===== src/rtl/moore_pkg.sv =====
// Shared helpers for the Moore sequence detector: state width and the
// elaboration-time prefix-fallback rule used to build the next-state table.
package moore_pkg;

    function automatic int state_width(input int len);
        return $clog2(len + 1);
    endfunction

    // Longest prefix of the pattern that is a suffix of (matched history + new bit).
    // Pattern is right-aligned in 16 bits, pattern[len-1] being the first bit on the wire.
    function automatic int next_match(
        input int          s,
        input logic        data_bit,
        input logic [15:0] pattern,
        input int          len,
        input logic        overlap
    );
        logic [16:0] seq;
        int          hist_len;
        int          n;
        logic        ok;
        int          result;
        seq      = '0;
        result   = 0;
        hist_len = (s == len && !overlap) ? 0 : s;
        n        = hist_len + 1;
        for (int i = 0; i < 16; i++) begin
            if (i < hist_len) begin
                seq[i] = pattern[len - 1 - i];
            end
        end
        seq[hist_len] = data_bit;
        for (int k = 1; k <= 16; k++) begin
            if (k <= len && k <= n) begin
                ok = 1'b1;
                for (int j = 0; j < 16; j++) begin
                    if (j < k && seq[n - k + j] != pattern[len - 1 - j]) begin
                        ok = 1'b0;
                    end
                end
                if (ok) begin
                    result = k;
                end
            end
        end
        return result;
    endfunction

endpackage


===== src/rtl/moore_sat_counter.sv =====
// Saturating up-counter with synchronous clear and asynchronous active-low reset.
module moore_sat_counter #(
    parameter int CNT_W = 8
) (
    input  logic             clk,
    input  logic             reset,
    input  logic             inc,
    input  logic             clr,
    output logic [CNT_W-1:0] count
);

    always_ff @(posedge clk or negedge reset) begin
        if (!reset) begin
            count <= '0;
        end else if (clr) begin
            count <= '0;
        end else if (inc && count != {CNT_W{1'b1}}) begin
            count <= count + 1'b1;
        end
    end

endmodule


===== src/rtl/moore_seq_detect.sv =====
// Parametrised Moore serial sequence detector with prefix fallback, state-only
// detect output and a saturating hit counter.
module moore_seq_detect
    import moore_pkg::*;
#(
    parameter int                     PATTERN_LEN = 4,
    parameter logic [PATTERN_LEN-1:0] PATTERN     = 4'b1011,
    parameter logic                   OVERLAP     = 1'b1,
    parameter int                     CNT_W       = 8,
    localparam int                    SW          = state_width(PATTERN_LEN)
) (
    input  logic             clk,
    input  logic             reset,
    input  logic             data_in,
    input  logic             data_valid,
    input  logic             clear,
    output logic             detected,
    output logic [CNT_W-1:0] hit_count,
    output logic [SW-1:0]    estados
);

    localparam int          TAB_N   = 2 ** (SW + 1);
    localparam logic [15:0] PAT_EXT = 16'(PATTERN);
    localparam logic [SW-1:0] FOUND = SW'(PATTERN_LEN);

    logic [SW-1:0] state;
    logic [SW-1:0] next_state;
    logic          hit;
    logic [SW-1:0] next_tab [TAB_N];

    // Table indexed by {state, data_in}; unreachable state codes fall back to 0.
    for (genvar gi = 0; gi < TAB_N; gi++) begin : g_tab
        localparam int GS = gi / 2;
        if (GS > PATTERN_LEN) begin : g_unused
            assign next_tab[gi] = '0;
        end else begin : g_used
            localparam logic [SW-1:0] NXT =
                SW'(next_match(GS, 1'(gi % 2), PAT_EXT, PATTERN_LEN, OVERLAP));
            assign next_tab[gi] = NXT;
        end
    end

    assign next_state = next_tab[{state, data_in}];
    assign hit        = data_valid && !clear && (next_state == FOUND);

    always_ff @(posedge clk or negedge reset) begin
        if (!reset) begin
            state <= '0;
        end else if (clear) begin
            state <= '0;
        end else if (data_valid) begin
            state <= next_state;
        end
    end

    assign detected = (state == FOUND);
    assign estados  = state;

    moore_sat_counter #(
        .CNT_W (CNT_W)
    ) u_hit_counter (
        .clk   (clk),
        .reset (reset),
        .inc   (hit),
        .clr   (clear),
        .count (hit_count)
    );

endmodule

===== config.mk =====
export PLATFORM = sky130hd
export DESIGN_NAME = moore_seq_detect
export DESIGN_NICKNAME = d
export VERILOG_FILES = /design/src/rtl/moore_pkg.sv /design/src/rtl/moore_sat_counter.sv /design/src/rtl/moore_seq_detect.sv
export SDC_FILE = /design/constraint.sdc
export NUM_CORES = 1
export LEC_CHECK = 0
export ABC_AREA = 1
export CORE_ASPECT_RATIO = 0.8
export CORE_MARGIN = 2
export CORE_UTILIZATION = 45
export DETAILED_ROUTE_END_ITERATION = 10
export MAX_ROUTING_LAYER = met4
export PLACE_DENSITY = 0.78
export SLEW_MARGIN = 15
export SYNTH_ARGS = -nofsm -noshare
export SYNTH_HDL_FRONTEND = slang
export SYNTH_SLANG_ARGS = --single-unit

===== constraint.sdc =====
create_clock -name clk -period 1.62 [get_ports clk]
set_input_delay 0.162 -clock clk [delete_from_list [all_inputs] [get_ports clk]]
set_output_delay 0.162 -clock clk [all_outputs]
set_load 0.05 [all_outputs]

==> reports/metrics.yaml <==
clocking:
  clockRootBuffer: "clkbuf_4"
  clockBufferDepth: 2
  cts_setup_buffers: 0
  insertion_delay_ns: 0.27
  ctsResizeCount: 0
  cts_buffers: 3
  cts_num_sinks: 11
  cts_tree: "done"
  hold_buffers: 0
  cts.htree.levels: 1
  path_clk_slew_ns: 0.08
floorplan:
  start_util_pct: 46.9
  rows: 14
  die_w_um: 53.0
  core_um2: 1840
  die_h_um: 43.2
  io_pins: 17
  die_area_um2: 2290
critical_path:
  critical_path_buf_inv_count: 1
  critPathTopFamily: "simple AND/OR/NAND/NOR gates"
  worstPathArrival_ns: 1.65
  crit_path_start_kind: "flip-flop"
  worst-setup-path-type: "flip-flop to flip-flop"
  crit_path_frequent_cell: "nand3_1"
  cp_cell_sequence: "inv_2 -> ha_1 -> nand3_1 -> nand3_2 -> nor2_2 -> nand2_4 -> nand3_1 -> nand2_1"
  cp-end-kind: "flip-flop"
  critPathMaxFanout: 8
  cp_slowest_cell: "dfrtp_2"
  cp.required_ns: 1.78
  critical_path.max_stage_delay_ns: 0.45
placed_design:
  place.gp.congestion: 0.847
  post-place-ws_ns: -0.159
  hpwl_um: 1450
  dp_cells: 163
  portBuffers: 16
grt:
  grt_pass1_wl_um: 3230
  grt_max_degree: 17
  grt_antenna_before_repair: 0
  grt_pass1_vias: 719
  grt.total_usage_pct: 20.3
  overflow: 0
synth:
  synth.top_cells.by_count: "nand2_1, inv_1, nand3_1"
  synth_nets: 132
  synth-async-reset-ratio_pct: 100
  syn_inst: 122
  avgSynthCellArea_um2: 7.08
  yosysSeqAreaShare_pct: 31.9
  synth-main-ff-cell: "dfrtp_1"
  synth.ff_latch_count: 11
  synth_top_area_cell: "dfrtp_1"
  yosysUniqueCellTypes: 18
  syn_area_um2: 863
  synth-edff-count: 0
  yosys.area.top_type_share_pct: 31.9
  ys_warn_count: 0
  yosysMostFrequentCell: "nand2_1"
  yosys-top-cells-area: "dfrtp_1, nand2_1, nand3_1"
drt:
  wl_per_cell_um: 11.5
  dr.pass1.iters: 4
  drt-total-wl_um: 1920
  routed_via_density: 4.98
  drc: 0
  antenna_left: 0
  drt_iter0_drc: 13
  vias: 831
layout:
  antenna_cells: 0
  multi_input_area_um2: 507
  layoutNonFillerInstCount: 167
  drive_above_1_share_pct: 24.5
  syn_to_final_growth_pct: 24.6
  ff_latch_area_um2: 277
  nFillCells: 179
  fin_nets: 154
timing:
  tightest_slew_ns: 0.510
  finClkSkew_ns: 0.00773
  slew_headroom_pct: 65.9
  fin_crit_ns: 1.48
  finalMaxSlewViolations: 0
  finalCritPeriodShare_pct: 91.6
  rsz0062_at_grt: "false"
  setup_viol: 0
  max_clock_freq_mhz: 674
  hold_viol: 0
  setup_slack_ns: 0.137
min_path:
  hp-class: "input pin to async pin"
pwr:
  p_leak_nw: 0.606
  peakVddDrop_mv: 0.350
  cellPowerDensity_nw_per_um2: 511
status:
  status: "complete, no violations"
job:
  maxCapViolCount: 0
==> path summary, 6_finish.rpt <==
kind / startpoint / slack (ns) / to / depth (start not counted)
setup / recovery: estados[0] / 0.14 / u_hit_counter.count[7] / 8
min in group clk: u_hit_counter.count[1] / 0.57 / u_hit_counter.count[1] / 2
setup reg to reg: estados[0] / 0.14 / u_hit_counter.count[7] / 8
hold / removal: reset / 0.22 / estados[2] / 1
hold reg to reg: u_hit_counter.count[1] / 0.57 / u_hit_counter.count[1] / 2
max in group asynchronous: reset / 1.02 / estados[0] / 1
==> area by class of cell <==
class                           count  share of cell area [%]
Multi-Input combinational cell     89                    47.1
Inverter                           21                    7.33
Clock buffer                        4                    2.44
Sequential cell                    11                    25.7
Tap cell                           24                    2.79
Timing Repair Buffer               18                    14.7
==> per-stage QoR <==
step / instance area [µm²] / power, mW / hold WS, ns / setup TNS [ns] / utilization, %
global route: 1080 / 0.581 / 0.269 / 0 / 58.5
CTS: 1080 / 0.557 / 0.236 / 0 / 58.5
finish: 1080 / 0.550 / 0.222 / 0 / 58.5
global placement: 1050 / 0.361 / 0.521 / -0.696 / 57.1
detailed placement: 1050 / 0.364 / 0.536 / -1.15 / 57.1
floorplan: 870 / 0.331 / -0.134 / -0.0694 / -
==> where the power goes <==
group	total (mW)	leakage [nW]	internal (mW)	switching, mW
logic	0.0765	0.440	0.0268	0.0497
registers	0.282	0.152	0.277	0.00472
clock network	0.192	0.0150	0.0954	0.0964
total	0.550	0.606	0.399	0.151
==> layout by cell type (no fill, tap or decap) <==
cell,n
nand2_1,35
nand3_1,18
inv_1,17
buf_4,13
dfrtp_1,10
nor2_1,7
nand3_2,5
ha_1,5
nand4_1,4
clkdlybuf4s50_1,4
inv_2,3
nor2_4,3
o21ai_0,3
xor2_1,3
clkbuf_4,3
nand2_2,2
nor2_2,2
nor3_2,1
clkinv_1,1
nand2_4,1
clkbuf_1,1
dfrtp_2,1
buf_12,1
==> routing by layer <==
| layer | wire length [µm] | GRT usage [%] |
|---|---|---|
| met2 | 856 | 27.0 |
| met3 | 118 | 6.34 |
| met5 | 0 | - |
| met1 | 933 | 29.1 |
| met4 | 15 | 6.67 |
==> registers in the layout, summed over array words and instances (netlist names) <==
name,cells
u_hit_counter.count,8
estados,3
==> cells by family (layout without fill, tap and decap cells) <==
| kind of cell | count (synthesis) | after routing | share of synthesized area, % |
|---|---|---|---|
| and+or+nand+nor | 78 | 78 | 46.1 |
| buffers and inverters | 22 | 43 | 10.0 |
| DFF | 11 | 11 | 31.9 |
| adders and majority gates | 5 | 5 | 7.25 |
| AOI/OAI and AO/OA | 3 | 3 | 1.74 |
| xor gates and xnor gates | 3 | 3 | 3.04 |
Note: power is estimated with default switching activity, not from simulation.
